### src/rtl/irrigacao_pkg.sv
// Shared constants for the irrigation controller: FSM state encodings,
// error codes and the tank sensor consistency rule.
package irrigacao_pkg;

    localparam logic [2:0] ENCHENDO  = 3'd0;
    localparam logic [2:0] CHEIO     = 3'd1;
    localparam logic [2:0] IRRIGANDO = 3'd2;
    localparam logic [2:0] LIMPANDO  = 3'd4;
    localparam logic [2:0] ERRO      = 3'd5;

    localparam logic [1:0] ERR_NENHUM  = 2'd0;
    localparam logic [1:0] ERR_EXTERNO = 2'd1;
    localparam logic [1:0] ERR_SENSOR  = 2'd2;
    localparam logic [1:0] ERR_TIMEOUT = 2'd3;

    // A higher sensor may never be wet while a lower one is dry.
    function automatic logic sensor_inconsistente(input logic h, input logic m, input logic l);
        return (h & ~m) | (m & ~l) | (h & ~l);
    endfunction

endpackage

### src/rtl/controlador_irrigacao_arbitro_rr.sv
// Round-robin arbiter: grants the first requester strictly above ptr,
// wrapping to the lowest requester when none is above it.
module arbitro_rr #(
    parameter int N_ZONAS = 4,
    parameter int IDX_W   = (N_ZONAS > 1) ? $clog2(N_ZONAS) : 1
) (
    input  logic [N_ZONAS-1:0] pedido,
    input  logic [IDX_W-1:0]   ptr,
    output logic [N_ZONAS-1:0] concessao,
    output logic [IDX_W-1:0]   indice,
    output logic               valido
);

    logic [N_ZONAS-1:0] mascara;
    logic [N_ZONAS-1:0] acima;
    logic [N_ZONAS-1:0] alvo;

    generate
        for (genvar gi = 0; gi < N_ZONAS; gi++) begin : g_mascara
            assign mascara[gi] = (IDX_W'(gi) > ptr);
        end
    endgenerate

    assign acima  = pedido & mascara;
    assign alvo   = (|acima) ? acima : pedido;
    assign valido = |pedido;

    // Isolate the lowest set bit of the selected request vector.
    assign concessao = alvo & (~alvo + 1'b1);

    always_comb begin
        indice = '0;
        for (int i = N_ZONAS - 1; i >= 0; i--) begin
            if (alvo[i]) begin
                indice = IDX_W'(i);
            end
        end
    end

endmodule

### src/rtl/controlador_irrigacao.sv
// Multi-zone irrigation controller: tank fill, round-robin zone service,
// cleaning interval and sticky error. Optional macro: IRRIGACAO_VERIFICA_SENSOR_EN.
module controlador_irrigacao
    import irrigacao_pkg::*;
#(
    parameter int N_ZONAS          = 4,
    parameter int TEMPO_W          = 8,
    parameter int T_LIMPEZA        = 16,
    parameter int T_ENCHIMENTO_MAX = 200
) (
    input  logic               Clock,
    input  logic               Reset,
    input  logic               H,
    input  logic               M,
    input  logic               L,
    input  logic               E,
    input  logic               Rearme,
    input  logic [N_ZONAS-1:0] Pedido,
    input  logic [N_ZONAS-1:0] Modo,
    input  logic [TEMPO_W-1:0] Duracao,
    output logic               S_Enchendo,
    output logic               S_Cheio,
    output logic               S_Limpando,
    output logic               S_Erro,
    output logic               S_Aspersao,
    output logic               S_Gotejamento,
    output logic [N_ZONAS-1:0] S_Zona,
    output logic [1:0]         S_Codigo_Erro
);

    localparam int IDX_W  = (N_ZONAS > 1) ? $clog2(N_ZONAS) : 1;
    localparam int ENCH_W = $clog2(T_ENCHIMENTO_MAX + 1);
    localparam int LIMP_W = $clog2(T_LIMPEZA + 1);

    localparam logic [ENCH_W-1:0]  ENCH_LIM  = ENCH_W'(T_ENCHIMENTO_MAX - 1);
    localparam logic [LIMP_W-1:0]  LIMP_LIM  = LIMP_W'(T_LIMPEZA - 1);
    localparam logic [TEMPO_W-1:0] TIMER_UM  = TEMPO_W'(1);
    localparam logic [IDX_W-1:0]   PTR_RESET = IDX_W'(N_ZONAS - 1);

    logic [2:0]         estado_reg, estado_next;
    logic [1:0]         codigo_reg, codigo_next;
    logic [ENCH_W-1:0]  cnt_ench_reg, cnt_ench_next;
    logic [LIMP_W-1:0]  cnt_limp_reg, cnt_limp_next;
    logic [TEMPO_W-1:0] timer_reg, timer_next;
    logic [N_ZONAS-1:0] zona_reg, zona_next;
    logic               modo_reg, modo_next;
    logic [IDX_W-1:0]   ptr_reg, ptr_next;

    logic [N_ZONAS-1:0] concessao;
    logic [IDX_W-1:0]   indice;
    logic               valido;
    logic               falha_sensor;
    logic               timeout;
    logic               pedido_ativo;
    logic               irrigando;

`ifdef IRRIGACAO_VERIFICA_SENSOR_EN
    assign falha_sensor = sensor_inconsistente(H, M, L);
`else
    // Medium sensor only feeds the consistency check.
    logic unused_m;
    assign unused_m     = M;
    assign falha_sensor = 1'b0;
`endif

    arbitro_rr #(
        .N_ZONAS (N_ZONAS),
        .IDX_W   (IDX_W)
    ) u_arbitro (
        .pedido    (Pedido),
        .ptr       (ptr_reg),
        .concessao (concessao),
        .indice    (indice),
        .valido    (valido)
    );

    assign timeout      = (estado_reg == ENCHENDO) && !H && (cnt_ench_reg == ENCH_LIM);
    assign pedido_ativo = |(Pedido & zona_reg);

    always_comb begin
        estado_next = estado_reg;
        codigo_next = codigo_reg;
        timer_next  = timer_reg;
        zona_next   = zona_reg;
        modo_next   = modo_reg;
        ptr_next    = ptr_reg;

        if (estado_reg == ERRO) begin
            if (Rearme && !E && !falha_sensor) begin
                estado_next = ENCHENDO;
                codigo_next = ERR_NENHUM;
            end
        end else if (E) begin
            estado_next = ERRO;
            codigo_next = ERR_EXTERNO;
        end else if (falha_sensor) begin
            estado_next = ERRO;
            codigo_next = ERR_SENSOR;
        end else if (timeout) begin
            estado_next = ERRO;
            codigo_next = ERR_TIMEOUT;
        end else begin
            case (estado_reg)
                ENCHENDO: begin
                    if (H) begin
                        estado_next = CHEIO;
                    end
                end
                CHEIO: begin
                    if (valido) begin
                        zona_next   = concessao;
                        modo_next   = Modo[indice];
                        timer_next  = (Duracao == '0) ? TIMER_UM : Duracao;
                        ptr_next    = indice;
                        estado_next = IRRIGANDO;
                    end
                end
                IRRIGANDO: begin
                    timer_next = timer_reg - 1'b1;
                    if (timer_reg == TIMER_UM) begin
                        estado_next = LIMPANDO;
                    end else if (!pedido_ativo) begin
                        estado_next = LIMPANDO;
                    end else if (!L) begin
                        estado_next = ENCHENDO;
                    end
                end
                LIMPANDO: begin
                    if (cnt_limp_reg == LIMP_LIM) begin
                        estado_next = H ? CHEIO : ENCHENDO;
                    end
                end
                default: begin
                    estado_next = ENCHENDO;
                end
            endcase
        end
    end

    // Counters only run while their state persists; any exit or entry restarts them.
    always_comb begin
        cnt_ench_next = '0;
        cnt_limp_next = '0;
        if ((estado_reg == ENCHENDO) && (estado_next == ENCHENDO)) begin
            cnt_ench_next = cnt_ench_reg + 1'b1;
        end
        if ((estado_reg == LIMPANDO) && (estado_next == LIMPANDO)) begin
            cnt_limp_next = cnt_limp_reg + 1'b1;
        end
    end

    always_ff @(posedge Clock or posedge Reset) begin
        if (Reset) begin
            estado_reg   <= ENCHENDO;
            codigo_reg   <= ERR_NENHUM;
            cnt_ench_reg <= '0;
            cnt_limp_reg <= '0;
            timer_reg    <= '0;
            zona_reg     <= '0;
            modo_reg     <= 1'b0;
            ptr_reg      <= PTR_RESET;
        end else begin
            estado_reg   <= estado_next;
            codigo_reg   <= codigo_next;
            cnt_ench_reg <= cnt_ench_next;
            cnt_limp_reg <= cnt_limp_next;
            timer_reg    <= timer_next;
            zona_reg     <= zona_next;
            modo_reg     <= modo_next;
            ptr_reg      <= ptr_next;
        end
    end

    assign irrigando     = (estado_reg == IRRIGANDO);
    assign S_Enchendo    = (estado_reg == ENCHENDO);
    assign S_Cheio       = (estado_reg == CHEIO);
    assign S_Limpando    = (estado_reg == LIMPANDO);
    assign S_Erro        = (estado_reg == ERRO);
    assign S_Aspersao    = irrigando & modo_reg;
    assign S_Gotejamento = irrigando & ~modo_reg;
    assign S_Codigo_Erro = codigo_reg;

    generate
        for (genvar gi = 0; gi < N_ZONAS; gi++) begin : g_zona
            assign S_Zona[gi] = irrigando & zona_reg[gi];
        end
    endgenerate

endmodule
### config.mk
export PLATFORM = sky130hd
export DESIGN_NAME = controlador_irrigacao
export DESIGN_NICKNAME = d
export VERILOG_FILES = /design/src/rtl/irrigacao_pkg.sv /design/src/rtl/controlador_irrigacao_arbitro_rr.sv /design/src/rtl/controlador_irrigacao.sv
export SDC_FILE = /design/constraint.sdc
export NUM_CORES = 1
export LEC_CHECK = 0
export ABC_AREA = 0
export CORE_ASPECT_RATIO = 0.6
export CORE_MARGIN = 5
export CORE_UTILIZATION = 52
export CTS_CLUSTER_DIAMETER = 150
export CTS_CLUSTER_SIZE = 16
export DETAILED_ROUTE_END_ITERATION = 8
export GPL_TIMING_DRIVEN = 1
export PLACE_DENSITY = 0.79
export SYNTH_ARGS = -nofsm -noshare
export SYNTH_HDL_FRONTEND = slang
export SYNTH_SLANG_ARGS = --single-unit
### constraint.sdc
create_clock -name Clock -period 2.9 [get_ports Clock]
set_input_delay 0.29 -clock Clock [delete_from_list [all_inputs] [get_ports Clock]]
set_output_delay 0.29 -clock Clock [all_outputs]
set_load 0.05 [all_outputs]
==> flow_summary.yaml <==
detailed_routing:
  dr.pass1.iters: 5
  wl_per_cell_um: 14.7
  via_per_inst: 5.79
  ant_nets: 0
  drt-total-wl_mm: 4.42
  drt_iter0_markers: 78
  drc_errors: 0
  vias: 1736
yosys:
  ys_ff_latch: 33
  synth.avg_cell_area_um2: 8.90
  ys.flop_type: "dfrtp_1"
  synth_fp_nets: 251
  synth_edf_count: 0
  yosys_warnings: 0
  synthMostInstantiatedCell: "dfrtp_1"
  synth_area_um2: 1980
  synth_area_leader_cell: "dfrtp_1"
  yosys-top-cells-area: "dfrtp_1, nor2_1, o21ai_0"
  ys_seq_area_share_pct: 41.7
  netlist_instances: 223
  synth_top_cells_by_count: "dfrtp_1, nor2_1, o21ai_0"
  synthArstFlopShare_pct: 100
  ys_types: 48
  synth_top_area_share_pct: 39.1
grt:
  grt_max_degree: 34
  grt_pass1_vias: 1639
  grt.overflow.total: 0
  antenna_found_initial: 0
  grtUsageTotal_pct: 18.5
  grt_first_pass_wirelength_mm: 7.82
final_layout:
  area_growth_pct: 20.7
  instances_no_fill: 300
  drive_gt1_share_pct: 9.09
  antenna_cells: 0
  layout.nets: 280
clock_network:
  cts_setup_buffers: 0
  ctsResizeCount: 0
  cts_tree: "yes"
  cts.hold.buffers_added: 0
  cts_inserted_buffers: 5
  clockBufferDepth: 2
  htreeDepth: 2
  clk_latency_ns: 0.29
  root_buffer: "clkbuf_8"
  path_clk_slew_ns: 0.07
  clock-sinks: 33
sta:
  tns_ns: 0
  finalSetupViolations: 0
  worst_slew_pin_slew_ns: 0.687
  hold_violations: 0
  period_share_pct: 88.0
  slew_violations: 0
  fmaxAchievable_ghz: 0.392
  period_minus_slack_ns: 2.55
  skew_ns: 0.00636
  relSlewSlack_pct: 53.6
  rsz0062_at_grt: "no"
die:
  io_pins: 35
  dieArea_um2: 5190
  die_height_um: 57.9
  row_count: 17
  core_region_area_um2: 3680
  start_util_pct: 53.9
  fp.dieW_um: 89.8
critical_path:
  cp-start-kind: "flop"
  r2r-end: "cnt_ench_reg[3]"
  cp_slowest_cell: "clkdlybuf4s50_1"
  endpoint_kind: "output port"
  crit_path_max_fanout: 10
  crit_start: "estado_reg[2]"
  arrival_ns: 2.26
  r2r_start: "cnt_limp_reg[0]"
  worstPathRequired_ns: 2.61
  crit_buf_inv: 1
  rrSetupSlack_ns: 0.48
  crit_family: "buffers and inverters"
  crit_type: "reg -> out"
  slowest_delay_ns: 0.81
  ff2ff_path_depth: 8
  cp_cell_sequence: "nor2_1 > and3_1 > clkdlybuf4s50_1"
run:
  drv_cap: 0
status:
  status: "completed"
placed_design:
  place_congestion: 0.835
  port_buffers: 33
  dp_hpwl_mm: 3.28
  dp.cells: 292
power_and_ir_drop:
  total_leakage_power_nw: 1.02
  peakVddDrop_v: 0.000369
  power_density_nw_per_um2: 592
worst_hold_path:
  min_path_type: "in -> async"
routing by layer:
| layer | routed length, um | track usage, % | part of all wire (%) |
|---|---|---|---|
| met1 | 2240 | 26.3 | 51 |
| met2 | 1860 | 26.5 | 42 |
| met3 | 268 | 5.71 | 6.1 |
| met4 | 58 | 6.47 | 1.3 |
| met5 | 0 | 0 | 0 |
report_power, final:
group          internal, mW  switching [mW]
clock network         0.170           0.174
registers             0.562           0.115
logic                 0.172           0.225
total                 0.904           0.514
cell families (layout without fill, tap and decap cells):
kind of cell	count (synthesis)	in the layout	share of synthesized area [%]
AO/OA/AOI/OAI	57	57	19.2
XOR/XNOR	8	8	3.53
adder cells (fa/ha/maj)	5	5	3.15
buffers and inverters	25	55	6.31
flip-flops	33	33	41.7
multiplexers	3	3	1.51
AND/OR/NAND/NOR	92	92	24.5
cell usage in the layout (no fill, tap or decap), types with 3 or more instances in the layout:
cell and n:
clkdlybuf4s50_1 33, dfrtp_1 31, nor2_1 26, o21ai_0 19, nand2_1 17, a21oi_1 12
inv_1 11, and3_1 9, nand3_1 6, nor2_2 6, nor3_1 5, ha_1 5
clkbuf_8 5, a31oi_1 4, xor2_1 4, xnor2_1 4, or3_1 3, a22oi_1 3
o22ai_1 3, nand2b_1 3, mux2i_1 3, a211oi_1 3, buf_4 3
tightest hold or removal path, cell delays in order:
cell and delay [ns]:
clkdlybuf4s50_1 0.40, inv_1 0.05, buf_4 0.37
worst max-delay path by stage:
stage | end | cells past startpoint
3_5_place_dp | cnt_ench_reg[1] | 6
4_1_cts | S_Enchendo | 2
5_1_grt | S_Zona[1] | 3
6_report | S_Zona[0] | 3
2_1_floorplan | cnt_ench_reg[5] | 7
3_3_place_gp | cnt_ench_reg[4] | 6
area by class of cell:
class | count | area [um2]
Fill cell | 330 | 1280
Multi-Input combinational cell | 165 | 1030
Sequential cell | 33 | 828
Timing Repair Buffer | 36 | 353
Clock buffer | 7 | 76.3
Tap cell | 47 | 58.8
Inverter | 11 | 41.3
Clock inverter | 1 | 7.51
metrics by stage:
step           area, um2  hold WS, ns  total power [mW]  setup slack [ns]  utilization, %
6_report            2400        0.391              1.42             0.348            65.1
5_1_grt             2400        0.445              1.52             0.216            65.1
4_1_cts             2400        0.405              1.42             0.354            65.1
3_5_place_dp        2310        0.468              1.08             0.462            62.8
3_3_place_gp        2310        0.456              1.06             0.489            62.8
2_1_floorplan       1980        0.381             0.955             0.376               -
Power figures use the tool's default switching activity.
